### config.mk
export PLATFORM = sky130hd
export DESIGN_NAME = plru_nway_flat
export DESIGN_NICKNAME = d
export VERILOG_FILES = /design/src/rtl/plru_pkg.sv /design/src/rtl/plru_nway_if.sv /design/src/rtl/plru_nway_sel.sv /design/src/rtl/plru_nway.sv /design/src/flat_wrapper.sv
export SDC_FILE = /design/constraint.sdc
export NUM_CORES = 1
export LEC_CHECK = 0
export BUFFER_PORTS_ARGS = -buffer_cell sky130_fd_sc_hd__buf_2
export CORE_MARGIN = 2
export CORE_UTILIZATION = 65
export CTS_BUF_LIST = sky130_fd_sc_hd__clkbuf_4 sky130_fd_sc_hd__clkbuf_8 sky130_fd_sc_hd__clkbuf_16
export DETAILED_ROUTE_END_ITERATION = 10
export PLACE_DENSITY = 0.85
export SLEW_MARGIN = 40
export SYNTH_ARGS = -nofsm -noshare
export SYNTH_HDL_FRONTEND = slang
export SYNTH_SLANG_ARGS = --single-unit
### constraint.sdc
create_clock -name clk -period 3.5 [get_ports clk]
set_input_delay 0.7 -clock clk [delete_from_list [all_inputs] [get_ports clk]]
set_output_delay 0.7 -clock clk [all_outputs]
set_load 0.005 [all_outputs]
### src/rtl/plru_pkg.sv
// Shared types and tree-index helpers for the plru_nway replacement unit.
// Heap-ordered tree: node 0 is the root, children of node i are 2i+1 and 2i+2.
package plru_pkg;

    typedef enum logic [0:0] {
        PLRU_IDLE  = 1'b0,
        PLRU_FLUSH = 1'b1
    } plru_state_e;

    // Heap index of the leaf that stands for a given way.
    function automatic int leaf_node(input int num_ways, input int way);
        return num_ways - 1 + way;
    endfunction

    function automatic int parent_node(input int node);
        return (node - 1) / 2;
    endfunction

    // Parent bit value that points away from this child: left children (odd index) push it right.
    function automatic logic path_bit(input int node);
        return (node % 2) == 1;
    endfunction

endpackage

### src/rtl/plru_nway_if.sv
// Request/response bundle between the cache controller and plru_nway.
// lock_i only exists when PLRU_LOCK_EN is defined.
interface plru_nway_if #(
    parameter int S_INDEX  = 4,
    parameter int NUM_WAYS = 4
);
    import plru_pkg::*;

    localparam int WAY_W = $clog2(NUM_WAYS);

    // query_valid, update_valid and flush_req are single-cycle strobes; busy is the
    // inverse of ready, so a strobe is accepted only in a cycle where busy is 0.
    logic                  query_valid;
    logic [S_INDEX-1:0]    query_set;
    logic [NUM_WAYS-1:0]   valid_i;
`ifdef PLRU_LOCK_EN
    logic [NUM_WAYS-1:0]   lock_i;
`endif
    logic                  update_valid;
    logic [S_INDEX-1:0]    update_set;
    logic [WAY_W-1:0]      update_way;
    logic                  flush_req;
    logic                  busy;
    logic                  victim_valid;
    logic [WAY_W-1:0]      victim_way;
    logic                  victim_none;
    plru_state_e           state;

    modport master (
`ifdef PLRU_LOCK_EN
        output lock_i,
`endif
        output query_valid, query_set, valid_i,
        output update_valid, update_set, update_way, flush_req,
        input  busy, victim_valid, victim_way, victim_none, state
    );

    modport slave (
`ifdef PLRU_LOCK_EN
        input  lock_i,
`endif
        input  query_valid, query_set, valid_i,
        input  update_valid, update_set, update_way, flush_req,
        output busy, victim_valid, victim_way, victim_none, state
    );

endinterface

### src/rtl/plru_nway_sel.sv
// Combinational victim select: first invalid unlocked way, else a lock-aware tree walk.
module plru_nway_sel #(
    parameter int NUM_WAYS = 4
) (
    input  logic [NUM_WAYS-2:0]         tree,
    input  logic [NUM_WAYS-1:0]         valid,
    input  logic [NUM_WAYS-1:0]         lock,
    output logic [$clog2(NUM_WAYS)-1:0] way,
    output logic                        none
);
    localparam int WAY_W = $clog2(NUM_WAYS);
    localparam int NODES = NUM_WAYS - 1;

    always_comb begin
        logic [2*NUM_WAYS-2:0] elig;
        logic                  found;
        logic                  go;
        int                    node;

        // elig[n] is set when the subtree under heap node n holds at least one unlocked way
        elig = '0;
        for (int w = 0; w < NUM_WAYS; w++) elig[NODES + w] = ~lock[w];
        for (int n = NODES - 1; n >= 0; n--) elig[n] = elig[2*n + 1] | elig[2*n + 2];

        way   = '0;
        none  = ~elig[0];
        found = 1'b0;
        go    = 1'b0;
        node  = 0;

        for (int w = 0; w < NUM_WAYS; w++) begin
            if (!found && !valid[w] && !lock[w]) begin
                way   = WAY_W'(w);
                found = 1'b1;
            end
        end

        if (!found && elig[0]) begin
            for (int l = 0; l < WAY_W; l++) begin
                go = tree[node];
                if (!go && !elig[2*node + 1])
                    go = 1'b1;
                else if (go && !elig[2*node + 2])
                    go = 1'b0;
                node = 2*node + 1 + int'(go);
            end
            way = WAY_W'(node - NODES);
        end
    end

endmodule

### src/rtl/plru_nway.sv
// N-way tree pseudo-LRU with registered victim, same-set update forwarding and a flush sequencer.
// Define PLRU_LOCK_EN to add per-way lock masking (lock_i, victim_none).
module plru_nway
    import plru_pkg::*;
#(
    parameter int S_INDEX  = 4,
    parameter int NUM_WAYS = 4
) (
    input logic         clk,
    input logic         rst,
    plru_nway_if.slave  bus
);
    localparam int WAY_W    = $clog2(NUM_WAYS);
    localparam int NODES    = NUM_WAYS - 1;
    localparam int NUM_SETS = 2 ** S_INDEX;

    plru_state_e        state_q, state_d;
    logic [S_INDEX-1:0] cnt_q, cnt_d;
    logic [NODES-1:0]   trees [NUM_SETS];
    logic [NODES-1:0]   query_tree;
    logic [NUM_WAYS-1:0] lock_mask;
    logic [WAY_W-1:0]   sel_way;
    logic               sel_none;
    logic               busy;
    logic               victim_valid_q;
    logic [WAY_W-1:0]   victim_way_q;
    logic               victim_none_q;

    function automatic logic [NODES-1:0] touch(input logic [NODES-1:0] t, input logic [WAY_W-1:0] way);
        logic [NODES-1:0] r;
        int node;
        int p;
        r    = t;
        node = leaf_node(NUM_WAYS, int'(way));
        for (int l = 0; l < WAY_W; l++) begin
            p    = parent_node(node);
            r[p] = path_bit(node);
            node = p;
        end
        return r;
    endfunction

    assign busy = (state_q == PLRU_FLUSH);

    always_ff @(posedge clk or negedge rst) begin
        if (!rst) begin
            state_q <= PLRU_IDLE;
            cnt_q   <= '0;
        end else begin
            state_q <= state_d;
            cnt_q   <= cnt_d;
        end
    end

    always_comb begin
        state_d = state_q;
        cnt_d   = cnt_q;
        case (state_q)
            PLRU_IDLE: begin
                if (bus.flush_req) begin
                    state_d = PLRU_FLUSH;
                    cnt_d   = '0;
                end
            end
            PLRU_FLUSH: begin
                cnt_d = cnt_q + S_INDEX'(1);
                if (cnt_q == S_INDEX'(NUM_SETS - 1)) begin
                    state_d = PLRU_IDLE;
                    cnt_d   = '0;
                end
            end
            default: begin
                state_d = PLRU_IDLE;
                cnt_d   = '0;
            end
        endcase
    end

    always_ff @(posedge clk or negedge rst) begin
        if (!rst) begin
            for (int s = 0; s < NUM_SETS; s++) trees[s] <= '0;
        end else if (busy) begin
            trees[cnt_q] <= '0;
        end else if (bus.update_valid) begin
            trees[bus.update_set] <= touch(trees[bus.update_set], bus.update_way);
        end
    end

    // A same-cycle update to the queried set is folded in before selection.
    always_comb begin
        query_tree = trees[bus.query_set];
        if (bus.update_valid && (bus.update_set == bus.query_set))
            query_tree = touch(query_tree, bus.update_way);
    end

`ifdef PLRU_LOCK_EN
    assign lock_mask = bus.lock_i;
`else
    assign lock_mask = '0;
`endif

    plru_nway_sel #(.NUM_WAYS(NUM_WAYS)) u_sel (
        .tree  (query_tree),
        .valid (bus.valid_i),
        .lock  (lock_mask),
        .way   (sel_way),
        .none  (sel_none)
    );

    always_ff @(posedge clk or negedge rst) begin
        if (!rst) begin
            victim_valid_q <= 1'b0;
            victim_way_q   <= '0;
            victim_none_q  <= 1'b0;
        end else if (!busy && bus.query_valid) begin
            victim_valid_q <= 1'b1;
            victim_way_q   <= sel_way;
            victim_none_q  <= sel_none;
        end else begin
            victim_valid_q <= 1'b0;
        end
    end

    assign bus.busy         = busy;
    assign bus.state        = state_q;
    assign bus.victim_valid = victim_valid_q;
    assign bus.victim_way   = victim_way_q;
    // Without locking the mask is all-zero, so sel_none and this register stay 0.
    assign bus.victim_none  = victim_none_q;

endmodule

### src/flat_wrapper.sv
// flat-port wrapper written by rule: the top's interface ports become plain ports
module plru_nway_flat import plru_pkg::*;
#(
    parameter int S_INDEX  = 4,
    parameter int NUM_WAYS = 4
)
  (clk, rst, bus_query_valid, bus_query_set, bus_valid_i, bus_update_valid, bus_update_set, bus_update_way, bus_flush_req, bus_busy, bus_victim_valid, bus_victim_way, bus_victim_none, bus_state);
  plru_nway_if #(.S_INDEX(S_INDEX), .NUM_WAYS(NUM_WAYS)) bus_i ();
  input logic clk;
  input logic rst;
  input wire logic [$bits(bus_i.query_valid)-1:0] bus_query_valid;
  input wire logic [$bits(bus_i.query_set)-1:0] bus_query_set;
  input wire logic [$bits(bus_i.valid_i)-1:0] bus_valid_i;
  input wire logic [$bits(bus_i.update_valid)-1:0] bus_update_valid;
  input wire logic [$bits(bus_i.update_set)-1:0] bus_update_set;
  input wire logic [$bits(bus_i.update_way)-1:0] bus_update_way;
  input wire logic [$bits(bus_i.flush_req)-1:0] bus_flush_req;
  output wire logic [$bits(bus_i.busy)-1:0] bus_busy;
  output wire logic [$bits(bus_i.victim_valid)-1:0] bus_victim_valid;
  output wire logic [$bits(bus_i.victim_way)-1:0] bus_victim_way;
  output wire logic [$bits(bus_i.victim_none)-1:0] bus_victim_none;
  output wire logic [$bits(bus_i.state)-1:0] bus_state;
  assign bus_i.query_valid = bus_query_valid;
  assign bus_i.query_set = bus_query_set;
  assign bus_i.valid_i = bus_valid_i;
  assign bus_i.update_valid = bus_update_valid;
  assign bus_i.update_set = bus_update_set;
  assign bus_i.update_way = bus_update_way;
  assign bus_i.flush_req = bus_flush_req;
  assign bus_busy = bus_i.busy;
  assign bus_victim_valid = bus_i.victim_valid;
  assign bus_victim_way = bus_i.victim_way;
  assign bus_victim_none = bus_i.victim_none;
  assign bus_state = bus_i.state;
  plru_nway #(.S_INDEX(S_INDEX), .NUM_WAYS(NUM_WAYS)) u_core (.clk(clk), .rst(rst), .bus(bus_i));
endmodule
Word-level counts from Yosys, hierarchy flattened --
Memory sizes are Yosys's and may differ from the RTL's. Cells that the tools add are included.
Storage, ports and cells: output and inout bits 6, word-level logic and storage cells 129, bits in read-only memories 16, register bits after elaboration 56, memories 2, input bits 19
Cells by class: eq/ne operators 5, bitwise operators 10, muxes and demuxes 48, $add $sub $neg 11, magnitude comparators 12, reductions and logical operators 21
Memory list:
- (no name shown) | depth 8, bits a word 1, read ports 1, clocked after Yosys merged registers in 0, wr ports 0, RTL line plru_nway_sel.sv:43 | else if (go && !elig[2*node + 2])
- (no name shown) | depth 8, bits a word 1, read ports 1, clocked after Yosys merged registers in 0, wr ports 0, RTL line plru_nway_sel.sv:41 | if (!go && !elig[2*node + 1])
Operators by type and width (count):
- 48-bit two-way mux | 2
- 32-bit by 1-bit adder with 32-bit output | 2
- 32-bit by 1-bit >= comparator with 1-bit output (second input constant) | 2
- 32-bit by 4-bit less-than comparator with 1-bit output (second input constant) | 2
- 32-bit by 2-bit subtractor with 32-bit output (second input constant) | 2
- 48-bit bitwise AND | 1
- 48-bit bitwise mux | 1
- 48-bit inverter | 1
- 3-bit binary-select mux with 4-bit select | 2
- 3-bit demux with 4-bit select | 2
- 3-bit two-way mux | 7
- 1-bit two-way mux | 20
- 5-bit >= comparator (second input constant) | 3
- 4-bit inverter with 5-bit output | 3
- 3-bit bitwise mux | 4
- 1-bit logical AND | 11
- 5-bit by 1-bit less-than comparator with 1-bit output (second input constant) | 2
- 1-bit zero test | 9
- 4-bit less-than comparator (second input constant) | 2
- 4-bit two-way mux | 2
- 4-bit one-hot mux with 2 select lines | 1
- 2-bit two-way mux | 3
- 3-bit by 1-bit adder with 4-bit output (second input constant) | 1
- 3-bit by 2-bit adder with 4-bit output (second input constant) | 1
- 17 further kinds | 21

Longest topological paths before layout --
depth after elaboration 27, gate-level depth with buffers 23, mapped depth without buffers 19

Modules after synthesis --
Synthesis repeated with hierarchy kept, for this count alone.
Unflattened totals: cell total of the unflattened synthesis 392, area total of the unflattened synthesis 4017.6 um^2
By module, submodules not included:
- plru_nway | area each 3888.7 um^2, cells each 373, instances 1
- plru_nway_sel | area each 128.9 um^2, cells each 19, instances 1

Worst setup path before layout --
No wires, ideal clock.
path type input to register, from in bus_update_way[0], to reg u_core.trees[3] in the netlist's numbering, setup time 79 ps, required time 3421 ps, data arrival time 4248 ps, stages 21, setup slack -828 ps, path through buf_4 -> inv_1 -> ha_1 -> nand3_4 -> clkinv_2 -> buf_12 -> ha_1 -> ha_1 -> inv_1 -> ha_1 -> xnor2_1 -> xnor2_1 -> ha_1 -> nand2_1 -> o41ai_1 -> a22oi_1 -> o311ai_1 -> nand3_1 -> mux2_4 -> buf_12 -> mux2i_1
Between the ends: word-level cells in the longest chain between the ends 15
Ends and longest elaborated chain:
- from (decl) | RTL line flat_wrapper.sv:16 | input wire logic [$bits(bus_i.update_way)-1:0] bus_update_way;
- 2-bit by 2-bit adder with 3-bit output * | RTL line plru_pkg.sv:12 | return num_ways - 1 + way;
- 32-bit by 2-bit subtractor with 32-bit output | RTL line plru_pkg.sv:16 | return (node - 1) / 2;
- 1-bit bitwise AND (no source line)
- 32-bit by 1-bit adder with 32-bit output (no source line)
- 32-bit by 2-bit subtractor with 32-bit output | RTL line plru_pkg.sv:16
- 1-bit bitwise AND (no source line)
- 32-bit by 1-bit adder with 32-bit output (no source line)
- 32-bit by 1-bit >= comparator with 1-bit output (not written as such) or 32-bit by 4-bit less-than comparator with 1-bit output (tied branches) | RTL line plru_nway.sv:37 | r[p] = path_bit(node);
- 1-bit logical AND (not written as such) | RTL line plru_nway.sv:37
- 1-bit two-way mux (not written as such) | RTL line plru_nway.sv:37
- 1-bit demux with 2-bit select
- 3-bit bitwise mux * | RTL line plru_nway.sv:37
- 48-bit bitwise mux * | RTL line plru_nway.sv:85 | trees[bus.update_set] <= touch(trees[bus.update_set], bus.update_way);
- 48-bit two-way mux * | RTL line plru_nway.sv:84 | end else if (bus.update_valid) begin
- 48-bit two-way mux * | RTL line plru_nway.sv:82 | end else if (busy) begin
- to (signal, indexed assignment) | RTL line plru_nway.sv:85
- to (decl) | RTL line plru_nway.sv:19 | logic [NODES-1:0] trees [NUM_SETS];
Mark *: on every way between the ends. The rest lies on a longest branch, timed or not. The select of a mux whose other input is x is not followed. A chain may end at the register's enable or synchronous reset.

Final worst setup path --
from in bus_update_way[1], to reg u_core.trees[0] in the netlist's numbering
Between the ends: word-level cells in the longest chain between the ends 15
Ends and longest elaborated chain (RTL line):
- 2-bit by 2-bit adder with 3-bit output * | plru_pkg.sv:12
- 32-bit by 2-bit subtractor with 32-bit output * | plru_pkg.sv:16
- 1-bit bitwise AND (no source line)
- 32-bit by 1-bit adder with 32-bit output (no source line) *
- 32-bit by 2-bit subtractor with 32-bit output | plru_pkg.sv:16
- 1-bit bitwise AND (no source line)
- 32-bit by 1-bit adder with 32-bit output (no source line)
- 32-bit by 1-bit >= comparator with 1-bit output (not written as such) or 32-bit by 4-bit less-than comparator with 1-bit output (tied branches) | plru_nway.sv:37
- 1-bit logical AND (not written as such) | plru_nway.sv:37
- 1-bit two-way mux (not written as such) | plru_nway.sv:37
- 1-bit demux with 2-bit select
- 3-bit bitwise mux * | plru_nway.sv:37
- 48-bit bitwise mux * | plru_nway.sv:85
- 48-bit two-way mux * | plru_nway.sv:84
- 48-bit two-way mux * | plru_nway.sv:82
Marks and branches as above.

==> flow_summary.ini <==
[pwr]
power_frac_clock_pct = 16.9
power.total_uw = 2160
p_seq_share_pct = 42.3
p_int_uw = 1300
power.leakage_uw = 0.00184
swShare_pct = 39.8
ir_drop_mv = 0.401
combPwrFrac_pct = 40.8
p_per_area_nw_per_um2 = 487
p_sw_uw = 858

[global_route]
grt_max_degree = 38
use_met2_pct = 59.3
grtUsageMet3_pct = 9.67
antenna_found_initial = 0
overflow = 0
gr-max-usage-layer = met2
grt_pass1_wl_mm = 16.8
grtUsageMet1_pct = 42.0
track_usage_pct = 35.3
grt_pass1_vias = 3384

[routing]
drc = 0
ant_nets = 0
wirelength_mm = 10.7
vias = 3426
viasPerCell = 7.15
firstDrtPassIters = 5
wl_per_cell_um = 22.4
drt_iter0_markers = 480

[synthesis]
syn_area_per_cell_um2 = 10.2
synthesis.area_um2 = 3830
yosysSeqAreaShare_pct = 36.6
netlist.area_leader.share_pct = 36.6
synth_largest_area_cell = dfrtp_1
synthFlopType = dfrtp_1
synthArstFlopShare_pct = 100
synth-seq-cells = 56
synthTopCellsByArea = dfrtp_1 (37%), mux4_2 (14%), nand3_1 (7.8%), mux2i_1 (5.0%), ha_1 (3.9%)
yosys_warnings = 0
yosysUniqueCellTypes = 48
synth_edf_count = 0
synthCells = 374
syn-num-nets = 405

[placed_design]
globalplace.congestion = 0.878
post-dp-hpwl_mm = 7.56
dpl_cell_area_um2 = 4160
port_buffers = 23
dp_slack_ns = -0.613

[critical_path]
cp_max_fo = 8
crit_path_cell_trace = buf_8 -> clkinvlp_4 -> ha_4 -> xnor2_4 -> ha_4 -> ha_4 -> nor2_1 -> a21oi_1 -> o21a_1 -> nor2_1 -> ha_2 -> ha_4 -> nand2_4 -> buf_4 -> buf_4 -> o311ai_4 -> nand3_4 -> mux2_4 -> mux2i_1
crit_path_start_kind = input pin
critPathArrivalTime_ns = 3.84
rrSetupSlack_ns = 1.13
r2r_cells = 4
path_class = in2reg
timing.rr.end = u_core.trees[35]$_DFFE_PN0P_
cp_slowest_cell = mux2_4
crit_required_ns = 3.74
r2r_start = u_core.trees[2]$_DFFE_PN0P_
setup.worst_path.end_class = flop
cp_common_cell = ha_4
max_stage_delay_ns = 0.42

[floorplanning]
coreArea_um2 = 5610
start_util_pct = 68.3
num_rows = 27
die_w_um = 80.7
die_h_um = 80.7
die_area_um2 = 6520
io_pins = 25

[timing]
period_share_pct = 103
fin_skew_ns = 0.00921
fin_crit_ns = 3.60
maxSlewViolCount = 0
timing.setup.tns_ns = -1.29
setup_viol = 18
rsz0062_at_grt = yes
setup_ws_ns = -0.103
fmax_ghz = 0.278
maxSlewHeadroom_pct = 54.7
worstMarginPinSlew_ns = 0.665
hold_viol = 0

[finish]
multi_input_area_um2 = 2450
regArea_um2 = 1400
syn_to_final_growth_pct = 15.7
drive_above_1_share_pct = 30.5
final_util_pct = 79.0
stdcell_area_um2 = 4430
fin_nets = 438
antennaDiodeCount = 0
nFillCells = 345

[run]
drv_cap = 0

[clock_tree]
cts_buffers = 5
htreeDepth = 2
clk_latency_ns = 0.32
cts_tree = built
cts_root_buf = clkbuf_8
clock-sinks = 56
clock_path_buffers = 2
path_clk_slew_ns = 0.09

[status]
status = complete, but fails checks
violations = negative setup slack

[hold_path]
holdCritPathClass = in2async
[power by group through the flow]
| stage | Clock [uW] | Sequential (uW) | Combinational (uW) |
|---|---|---|---|
| floorplan | 0 | 849 | 598 |
| global placement | 0 | 903 | 739 |
| detailed placement | 0 | 916 | 780 |
| CTS | 367 | 904 | 823 |
| global route | 393 | 923 | 938 |
| finish | 365 | 913 | 879 |
[layout make-up]
type	instances	area share, %
clock buffers	6	1.86
clock inverters	1	0.198
inverters	13	1.53
multi-input cells	282	55.3
flip-flops and latches	56	31.6
well taps	72	2.03
repair buffers	49	7.43
[cells in the final DEF (no fill, tap or decap), drive strengths merged, types with 12 or more instances in the layout]
cell type  Yosys  routed
ha            12      12
mux4          27      27
buf           14      48
nand3         61      61
nand2         34      34
o21ai         48      48
dfrtp         56      56
mux2i         20      20
nor2          16      16
a21oi         12      12
[worst max path at each step]
stage,start,endpoint,slack [ns],cells after the start
3_3_place_gp,bus_update_way[1],u_core.trees[33]$_DFFE_PN0P_,-0.35,18
5_1_grt,bus_update_way[1],u_core.bus.victim_way[0]$_DFFE_PN0P_,-0.20,20
3_5_place_dp,bus_update_way[1],u_core.trees[21]$_DFFE_PN0P_,-0.61,18
6_report,bus_update_way[1],u_core.trees[0]$_DFFE_PN0P_,-0.10,19
2_1_floorplan,bus_update_way[0],u_core.trees[3]$_DFFE_PN0P_,-0.35,23
4_1_cts,bus_update_way[1],u_core.bus.victim_way[0]$_DFFE_PN0P_,-0.20,19
[metrics by stage]
stage	cells	hold WS (ns)
finish	479	0.329
global route	479	0.357
CTS	479	0.498
detailed placement	469	0.522
global placement	469	0.498
floorplan	374	0.404
[layer usage]
layer,share of wire [%],wire length [um]
met1,36,3850
met2,48,5110
met3,10,1120
met4,5.9,634
met5,0,0
[cell families after synthesis]
kind of cell	Yosys count	synth area share, %
fa+ha+maj	12	3.92
flops	56	36.6
simple gates	135	17.2
other cells	1	0.0980
xor+xnor	8	2.32
mux	52	23.3
compound gates	73	11.2
buf+inv	37	5.36
[critical path, delay by kind of cell]
kind                       cells  cell delay (ns)
AOI/OAI and AO/OA              3             0.50
xor gates and xnor gates       1             0.07
adders and majority gates      5             1.06
buffers and inverters          4             0.43
muxes                          2             0.58
and+or+nand+nor                4             0.48
[repair_timing]
item | in CTS | in global routing
resized for setup | 18 | 16
pin swaps | 16 | 14
gates cloned | 1 | 0
setup buffers | 2 | 0
setup endpoints to repair | 18 | 18
hold buffers | 0 | 0
[flip-flops by register name, indices dropped and copies added (netlist names)]
| name | cells |
|---|---|
| u_core.bus.victim_way | 2 |
| u_core.cnt_q | 4 |
| u_core.bus.victim_valid | 1 |
| u_core.bus.busy | 1 |
| u_core.trees | 48 |
[synthesized netlist by cell type (all sizes together) (2+ instances only)]
cell type and count:
clkbuf 10, nor3b 3, nor2b 7, mux2 5, o31ai 2, nor2 16
ha 12, a21oi 12, nor3 4, buf 14, mux2i 20, xor2 3
xnor2 5, dfrtp 56, inv 12, nand2 34, o21ai 48, nand4 6
nand3 61, o21a 2, mux4 27
Note: power is estimated with default switching activity, not from simulation.
